--- src/rtl/mc_pkg.sv ---
// ============================================================================
// mc_pkg : shared state encoding and decode constants for mc_control
// Rev 1.0
// ============================================================================
`default_nettype none

package mc_pkg;

  typedef enum logic [3:0] {
    S_IDLE    = 4'd0,
    S_FETCH   = 4'd1,
    S_DECODE  = 4'd2,
    S_MEMADR  = 4'd3,
    S_MEMRD   = 4'd4,
    S_MEMWB   = 4'd5,
    S_MEMWR   = 4'd6,
    S_RTYPEEX = 4'd7,
    S_RTYPEWB = 4'd8,
    S_ADDIEX  = 4'd9,
    S_ADDIWB  = 4'd10,
    S_BEQEX   = 4'd11,
    S_JEX     = 4'd12,
    S_HALT    = 4'd13
  } state_e;

  localparam logic [5:0] c_OP_RTYPE = 6'h00;
  localparam logic [5:0] c_OP_J     = 6'h02;
  localparam logic [5:0] c_OP_BEQ   = 6'h04;
  localparam logic [5:0] c_OP_ADDI  = 6'h08;
  localparam logic [5:0] c_OP_LW    = 6'h23;
  localparam logic [5:0] c_OP_SW    = 6'h2b;

  localparam logic [5:0] c_FN_ADD = 6'h20;
  localparam logic [5:0] c_FN_SUB = 6'h22;
  localparam logic [5:0] c_FN_AND = 6'h24;
  localparam logic [5:0] c_FN_OR  = 6'h25;
  localparam logic [5:0] c_FN_SLT = 6'h2a;

  localparam logic [2:0] c_ALU_AND = 3'b000;
  localparam logic [2:0] c_ALU_OR  = 3'b001;
  localparam logic [2:0] c_ALU_ADD = 3'b010;
  localparam logic [2:0] c_ALU_SUB = 3'b110;
  localparam logic [2:0] c_ALU_SLT = 3'b111;

  localparam logic [1:0] c_SRCB_REGB  = 2'b00;
  localparam logic [1:0] c_SRCB_FOUR  = 2'b01;
  localparam logic [1:0] c_SRCB_IMM   = 2'b10;
  localparam logic [1:0] c_SRCB_IMMSH = 2'b11;

  localparam logic [1:0] c_PCSRC_ALU    = 2'b00;
  localparam logic [1:0] c_PCSRC_ALUOUT = 2'b01;
  localparam logic [1:0] c_PCSRC_JUMP   = 2'b10;

endpackage

`default_nettype wire

--- src/rtl/mc_alu_dec.sv ---
// ============================================================================
// mc_alu_dec : R-type funct to ALU operation decoder with legality flag
// Rev 1.0
// ============================================================================
`default_nettype none

module mc_alu_dec
  import mc_pkg::*;
(
  input  logic [5:0] funct,
  output logic [2:0] alu_op,
  output logic       valid
);

  always_comb begin
    alu_op = c_ALU_ADD;
    valid  = 1'b1;
    case (funct)
      c_FN_AND: alu_op = c_ALU_AND;
      c_FN_OR:  alu_op = c_ALU_OR;
      c_FN_ADD: alu_op = c_ALU_ADD;
      c_FN_SUB: alu_op = c_ALU_SUB;
      c_FN_SLT: alu_op = c_ALU_SLT;
      default:  valid  = 1'b0;
    endcase
  end

endmodule

`default_nettype wire

--- src/rtl/mc_control.sv ---
// ============================================================================
// mc_control : multi-cycle MIPS-subset control FSM with retire counter
// Rev 1.0
// ============================================================================
`default_nettype none

module mc_control
  import mc_pkg::*;
(
  input  logic        clk,
  input  logic        rst,
  input  logic        run,
  input  logic [5:0]  opcode,
  input  logic [5:0]  funct,
  input  logic        zero,
  input  logic        mem_ready,
  output logic        pc_en,
  output logic        iord,
  output logic        mem_read,
  output logic        mem_write,
  output logic        ir_write,
  output logic        reg_dst,
  output logic        mem2reg,
  output logic        reg_write,
  output logic        alu_src_a,
  output logic [1:0]  alu_src_b,
  output logic [2:0]  alu_op,
  output logic [1:0]  pc_src,
  output logic        illegal,
  output logic        busy,
  output logic [31:0] retired
);

  state_e      state_q, state_d;
  logic [31:0] retired_q, retired_d;
  logic        illegal_q, illegal_d;
  logic        retire;
  logic [2:0]  dec_alu_op;
  logic        dec_valid;

  mc_alu_dec u_alu_dec (
    .funct  (funct),
    .alu_op (dec_alu_op),
    .valid  (dec_valid)
  );

  always_ff @(posedge clk or posedge rst) begin
    if (rst) begin
      state_q   <= S_IDLE;
      retired_q <= 32'd0;
      illegal_q <= 1'b0;
    end else begin
      state_q   <= state_d;
      retired_q <= retired_d;
      illegal_q <= illegal_d;
    end
  end

  always_comb begin
    state_d   = state_q;
    illegal_d = illegal_q;
    retire    = 1'b0;
    pc_en     = 1'b0;
    iord      = 1'b0;
    mem_read  = 1'b0;
    mem_write = 1'b0;
    ir_write  = 1'b0;
    reg_dst   = 1'b0;
    mem2reg   = 1'b0;
    reg_write = 1'b0;
    alu_src_a = 1'b0;
    alu_src_b = c_SRCB_REGB;
    alu_op    = c_ALU_AND;
    pc_src    = c_PCSRC_ALU;

    case (state_q)
      S_IDLE: begin
        if (run) state_d = S_FETCH;
      end
      S_FETCH: begin
        mem_read  = 1'b1;
        alu_src_b = c_SRCB_FOUR;
        alu_op    = c_ALU_ADD;
        ir_write  = mem_ready;
        pc_en     = mem_ready;
        if (mem_ready) state_d = S_DECODE;
      end
      S_DECODE: begin
        // Speculative branch target is computed here so BEQEX can use ALUOut
        alu_src_b = c_SRCB_IMMSH;
        alu_op    = c_ALU_ADD;
        case (opcode)
          c_OP_LW, c_OP_SW: state_d = S_MEMADR;
          c_OP_ADDI:        state_d = S_ADDIEX;
          c_OP_BEQ:         state_d = S_BEQEX;
          c_OP_J:           state_d = S_JEX;
          c_OP_RTYPE: begin
            if (dec_valid) begin
              state_d = S_RTYPEEX;
            end else begin
              state_d   = S_HALT;
              illegal_d = 1'b1;
            end
          end
          default: begin
            state_d   = S_HALT;
            illegal_d = 1'b1;
          end
        endcase
      end
      S_MEMADR: begin
        alu_src_a = 1'b1;
        alu_src_b = c_SRCB_IMM;
        alu_op    = c_ALU_ADD;
        state_d   = (opcode == c_OP_LW) ? S_MEMRD : S_MEMWR;
      end
      S_MEMRD: begin
        iord     = 1'b1;
        mem_read = 1'b1;
        if (mem_ready) state_d = S_MEMWB;
      end
      S_MEMWB: begin
        mem2reg   = 1'b1;
        reg_write = 1'b1;
        retire    = 1'b1;
      end
      S_MEMWR: begin
        iord      = 1'b1;
        mem_write = 1'b1;
        retire    = mem_ready;
      end
      S_RTYPEEX: begin
        alu_src_a = 1'b1;
        alu_src_b = c_SRCB_REGB;
        alu_op    = dec_alu_op;
        state_d   = S_RTYPEWB;
      end
      S_RTYPEWB: begin
        reg_dst   = 1'b1;
        reg_write = 1'b1;
        retire    = 1'b1;
      end
      S_ADDIEX: begin
        alu_src_a = 1'b1;
        alu_src_b = c_SRCB_IMM;
        alu_op    = c_ALU_ADD;
        state_d   = S_ADDIWB;
      end
      S_ADDIWB: begin
        reg_write = 1'b1;
        retire    = 1'b1;
      end
      S_BEQEX: begin
        alu_src_a = 1'b1;
        alu_src_b = c_SRCB_REGB;
        alu_op    = c_ALU_SUB;
        pc_src    = c_PCSRC_ALUOUT;
        pc_en     = zero;
        retire    = 1'b1;
      end
      S_JEX: begin
        pc_src = c_PCSRC_JUMP;
        pc_en  = 1'b1;
        retire = 1'b1;
      end
      S_HALT: begin
        state_d = S_HALT;
      end
      default: begin
        state_d = S_IDLE;
      end
    endcase

    // run is only consulted at instruction boundaries
    if (retire) state_d = run ? S_FETCH : S_IDLE;
  end

  assign retired_d = retire ? retired_q + 32'd1 : retired_q;
  assign retired   = retired_q;
  assign illegal   = illegal_q;
  assign busy      = (state_q != S_IDLE) && (state_q != S_HALT);

endmodule

`default_nettype wire

--- config.mk ---
export PLATFORM = sky130hd
export DESIGN_NAME = mc_control
export DESIGN_NICKNAME = d
export VERILOG_FILES = /design/src/rtl/mc_pkg.sv /design/src/rtl/mc_alu_dec.sv /design/src/rtl/mc_control.sv
export SDC_FILE = /design/constraint.sdc
export NUM_CORES = 1
export LEC_CHECK = 0
export BUFFER_PORTS_ARGS = -buffer_cell sky130_fd_sc_hd__buf_2
export CORE_UTILIZATION = 40
export CTS_BUF_LIST = sky130_fd_sc_hd__clkbuf_8
export DETAILED_ROUTE_END_ITERATION = 7
export PLACE_DENSITY = 0.69
export SLEW_MARGIN = 20
export SYNTH_ARGS = -nofsm -noshare
export SYNTH_HDL_FRONTEND = slang
export SYNTH_HIERARCHICAL = 1
export SYNTH_SLANG_ARGS = --single-unit
--- constraint.sdc ---
create_clock -name clk -period 2.19 [get_ports clk]
set_input_delay 0.1095 -clock clk [delete_from_list [all_inputs] [get_ports clk]]
set_output_delay 0.1095 -clock clk [all_outputs]
set_load 0.05 [all_outputs]
==> parameters.txt <==
Parameter                              Value

Critical path
  Capture point of the worst reg-to-reg path ... retired[29]$_DFFE_PP0N_
  Top fanout value on the critical path ... 11
  Start of the worst register-to-register path ... state_q[1]$_DFFE_PP0P_
  R2r worst-path depth ... 5
  Required @ worst endpoint ... 2.08 ns
  Cell type group with the largest total delay on the critical path ... flip-flops
  Setup crit start kind ... register
  Slowest Stage Delay on Critical Path ... 0.50 ns
  Data arrival at the endpoint of the critical path ... 1.83 ns
  Reg-to-reg slack, setup ... 0.27 ns
  Setup crit end kind ... output pin
  Standard cell with the maximum stage delay on the critical path ... dfrtp_1
  Count of buffering cells on the critical path with inverters included ... 2
  Worst-path cell chain ... buf_4 -> nand2b_1 -> nor2_1 -> a211o_1 -> buf_2
  Path type of the worst setup path ... register to output pin

Synth
  Post-synthesis share of cell area spent on full adders, half adders and majority gates ... 0.541%
  Post-synth top area share ... 40.0%
  Xor and xnor fraction of the mapped netlist area ... 12.5%
  Multiplexer share of the synthesized area ... 0.919%
  Largest family of logic cells by synthesized area ... simple AND/OR/NAND/NOR gates
  Post-synth design cell area ... 2310 um2
  Gate count of the mapped netlist ... 241
  Synth Net Count ... 259
  Number of distinct library cells after synthesis ... 54
  Syn_area_per_cell ... 9.60 um2
  Number of flops mapped to enable cells by yosys ... 0
  Sequential-to-total area share from yosys stat ... 40.0%
  Synth top area cells ... dfrtp_1 (40%), xnor2_1 (7.2%), xor2_1 (5.3%)
  Share of the synthesized area in compound gates (AO/OA/AOI/OAI) ... 12.9%
  Post-synth top flop ... dfrtp_1
  Post-synth ARST share ... 100%
  Number of warning messages in the yosys log ... 6
  Largest area contributor in the netlist ... dfrtp_1
  Number of storage elements in the synthesis netlist ... 37
  Fraction of the mapped netlist area in simple logic gates ... 30.1%

CTS
  Cts hold-fix bufs ... 1
  H-Tree Level Count ... 2
  PostCTS Resize Cnt ... 0
  Num CTS Buffers ... 5
  Clk Latency, worst-skew pair ... 0.29 ns
  Post-CTS setup buffer count ... 0
  Clk buf depth ... 2
  TritonCTS clock tree ... yes
  Register clock-pin slew on the reported worst setup and hold paths ... 0.08 ns
  Number of clock sinks ... 37
  Root buffer cell ... clkbuf_8

Timing
  Setup violation total in the final timing report ... 0
  Worst setup skew after layout ... 0.00548 ns
  Setup repair after global routing missed its margin ... false
  Rel. slew slack ... 67.6%
  Total negative setup slack ... 0 ns
  Final cycle utilization of the critical path ... 88.6%
  Slew of the pin with the lowest slew margin ... 0.486 ns
  Minimum period implied by the final worst setup slack ... 1.94 ns
  Maximum clock frequency ... 516 MHz
  Total count of max-transition violations in the final report ... 0
  Final hold vios ... 0

Worst hold path
  Worst min-delay path endpoint ... state_q[0]$_DFFE_PP0P_
  Hold Crit Depth ... 3
  Path category of the worst min-delay check ... primary input to register
  Start point of the worst min-delay path ... run

Die
  Boundary Pins ... 67
  Starting Density ... 41.8%
  Number of rows in the core area ... 27
  Vertical die dimension ... 78.1 um
  Chip width ... 78.1 um
  Area of the die ... 6090 um2
  Core Area ... 5540 um2

Routing
  Count of nets left with antenna violations after detail routing ... 0
  Vias/cell ... 5.30
  Wire length per cell after detailed routing ... 13.5 um
  Starting DRT DRC Count ... 87
  DRC violations left ... 0
  Wire length reported by the detailed router ... 5.19 mm
  Number of optimization iterations in the first detailed-route pass ... 4
  Routed via count ... 2039

Cells and area
  Sequential Area ... 926 um2
  Footprint of the multi-input gates ... 1320 um2
  Layout cell share with drive strength beyond 1 ... 29.7%
  Final cell area excluding filler cells ... 2830 um2
  # diodes ... 0
  Final core utilization ... 51.1%
  Area Growth Syn to Fin ... 22.2%
  Top library cells by usage in the layout, fill and taps aside ... buf_2 (66), dfrtp_1 (37), nand2_1 (22)
  Commonest non-fill, non-tap cell in the layout ... buf_2
  Final layout net count ... 330
  Fill cell instance count of the final layout ... 530

Power and ir drop
  Pwr Total ... 2.90 mW
  Design internal power ... 1.43 mW
  Switch share ... 50.9%
  Leakage power ... 1.24 nW
  Largest voltage drop on the vdd net ... 749 uV
  Sequential fraction of design power ... 30.5%
  Net load switching power ... 1.48 mW
  Clock power share ... 16.1%
  Total power per unit cell area ... 1030 nW/um2
  Fraction of power consumed by combinational cells ... 53.4%

Global routing
  Maximum number of pins on one net before global-route repair ... 38
  First-pass GRT wire length ... 9.03 mm
  Initial antenna violation count ... 0
  Vias in the first global route ... 2002
  Overall Global Routing Usage ... 18.3%
  Total global routing overflow ... 0

Placed design
  Port Buffers ... 66
  Routability congestion estimate from global placement ... 0.819
  Area post-placement ... 2730 um2
  Half-perimeter wire length after detailed placement ... 3.86 mm

Run status
  Result of the run ... complete, no violations

Flow run
  Max_cap viols ... 0
==> stage by stage <==
step                std cells  hold slack, ns  worst slack (ns)
CTS                       385           0.192             0.247
global route              385           0.215             0.114
global placement          376           0.242             0.303
detailed placement        376           0.248             0.268
finish                    385           0.183             0.251
floorplan                 241           0.289           -0.0152
==> cell families (layout without fill, tap and decap cells) <==
logic type / after synthesis / in the layout
AND/OR/NAND/NOR: 118 / 118
multiplexers: 2 / 2
AO/OA/AOI/OAI: 38 / 38
flip-flops: 37 / 37
buffers and inverters: 12 / 84
XOR/XNOR: 33 / 33
adder cells (fa/ha/maj): 1 / 1
==> sequential cells by signal, indices dropped and copies added (netlist names) <==
register  flops
illegal       1
retired      32
state_q       4
==> worst reg2reg max path: cells and delay by family, from the launching register on <==
| kind | cells | cell delay [ns] |
|---|---|---|
| compound gates | 1 | 0.56 |
| flops | 1 | 0.52 |
| simple gates | 2 | 0.32 |
| xor+xnor | 1 | 0.16 |
| mux | 1 | 0.26 |
==> Yosys cell counts, drive strengths merged (2+ instances only) <==
library cell	instances
nand2b	11
xor2	14
nor3	14
nand3	11
nor2b	3
o31ai	2
clkbuf	7
or4bb	2
nor4b	4
o211ai	3
and4	6
buf	4
dfrtp	37
a21oi	8
a2111oi	3
nor3b	2
nor4	2
nor2	16
o22ai	4
o21ai	6
and3	4
a21boi	3
nand2	23
xnor2	19
or3	3
nand4	9
and2	3
==> cell type report <==
type,instances,share of cell area (%)
repair buffers,75,14.2
multi-input cells,192,46.7
inverters,1,0.133
clock buffers,5,2.43
clock inverters,3,0.619
flip-flops and latches,37,32.7
well taps,72,3.18
==> layer usage <==
| metal | GRT usage (%) | part of all wire (%) |
|---|---|---|
| met4 | 5.37 | 1.1 |
| met1 | 23.8 | 48 |
| met5 | 0 | 0 |
| met3 | 4.53 | 4.6 |
| met2 | 30.1 | 47 |
==> power by group through the flow <==
stage	Combinational (mW)	Clock [mW]	Sequential, mW
6_report	1.55	0.467	0.886
5_1_grt	1.68	0.511	0.902
4_1_cts	1.56	0.479	0.887
3_5_place_dp	1.55	0	0.901
3_3_place_gp	1.55	0	0.892
2_1_floorplan	1.09	0	1.05
==> worst max path at each step <==
| stage | startpoint | endpoint | slack (ns) | cells after the start |
|---|---|---|---|---|
| final | state_q[2]$_DFFE_PP0P_ | pc_en | 0.25 | 5 |
| after floorplan | state_q[0]$_DFFE_PP0P_ | alu_src_a | -0.02 | 3 |
| after detailed placement | state_q[1]$_DFFE_PP0P_ | retired[29]$_DFFE_PP0N_ | 0.27 | 5 |
| after CTS | state_q[2]$_DFFE_PP0P_ | pc_en | 0.25 | 5 |
| after global routing | state_q[2]$_DFFE_PP0P_ | pc_en | 0.11 | 5 |
| after global placement | state_q[1]$_DFFE_PP0P_ | retired[29]$_DFFE_PP0N_ | 0.30 | 5 |
Power figures use the tool's default switching activity.
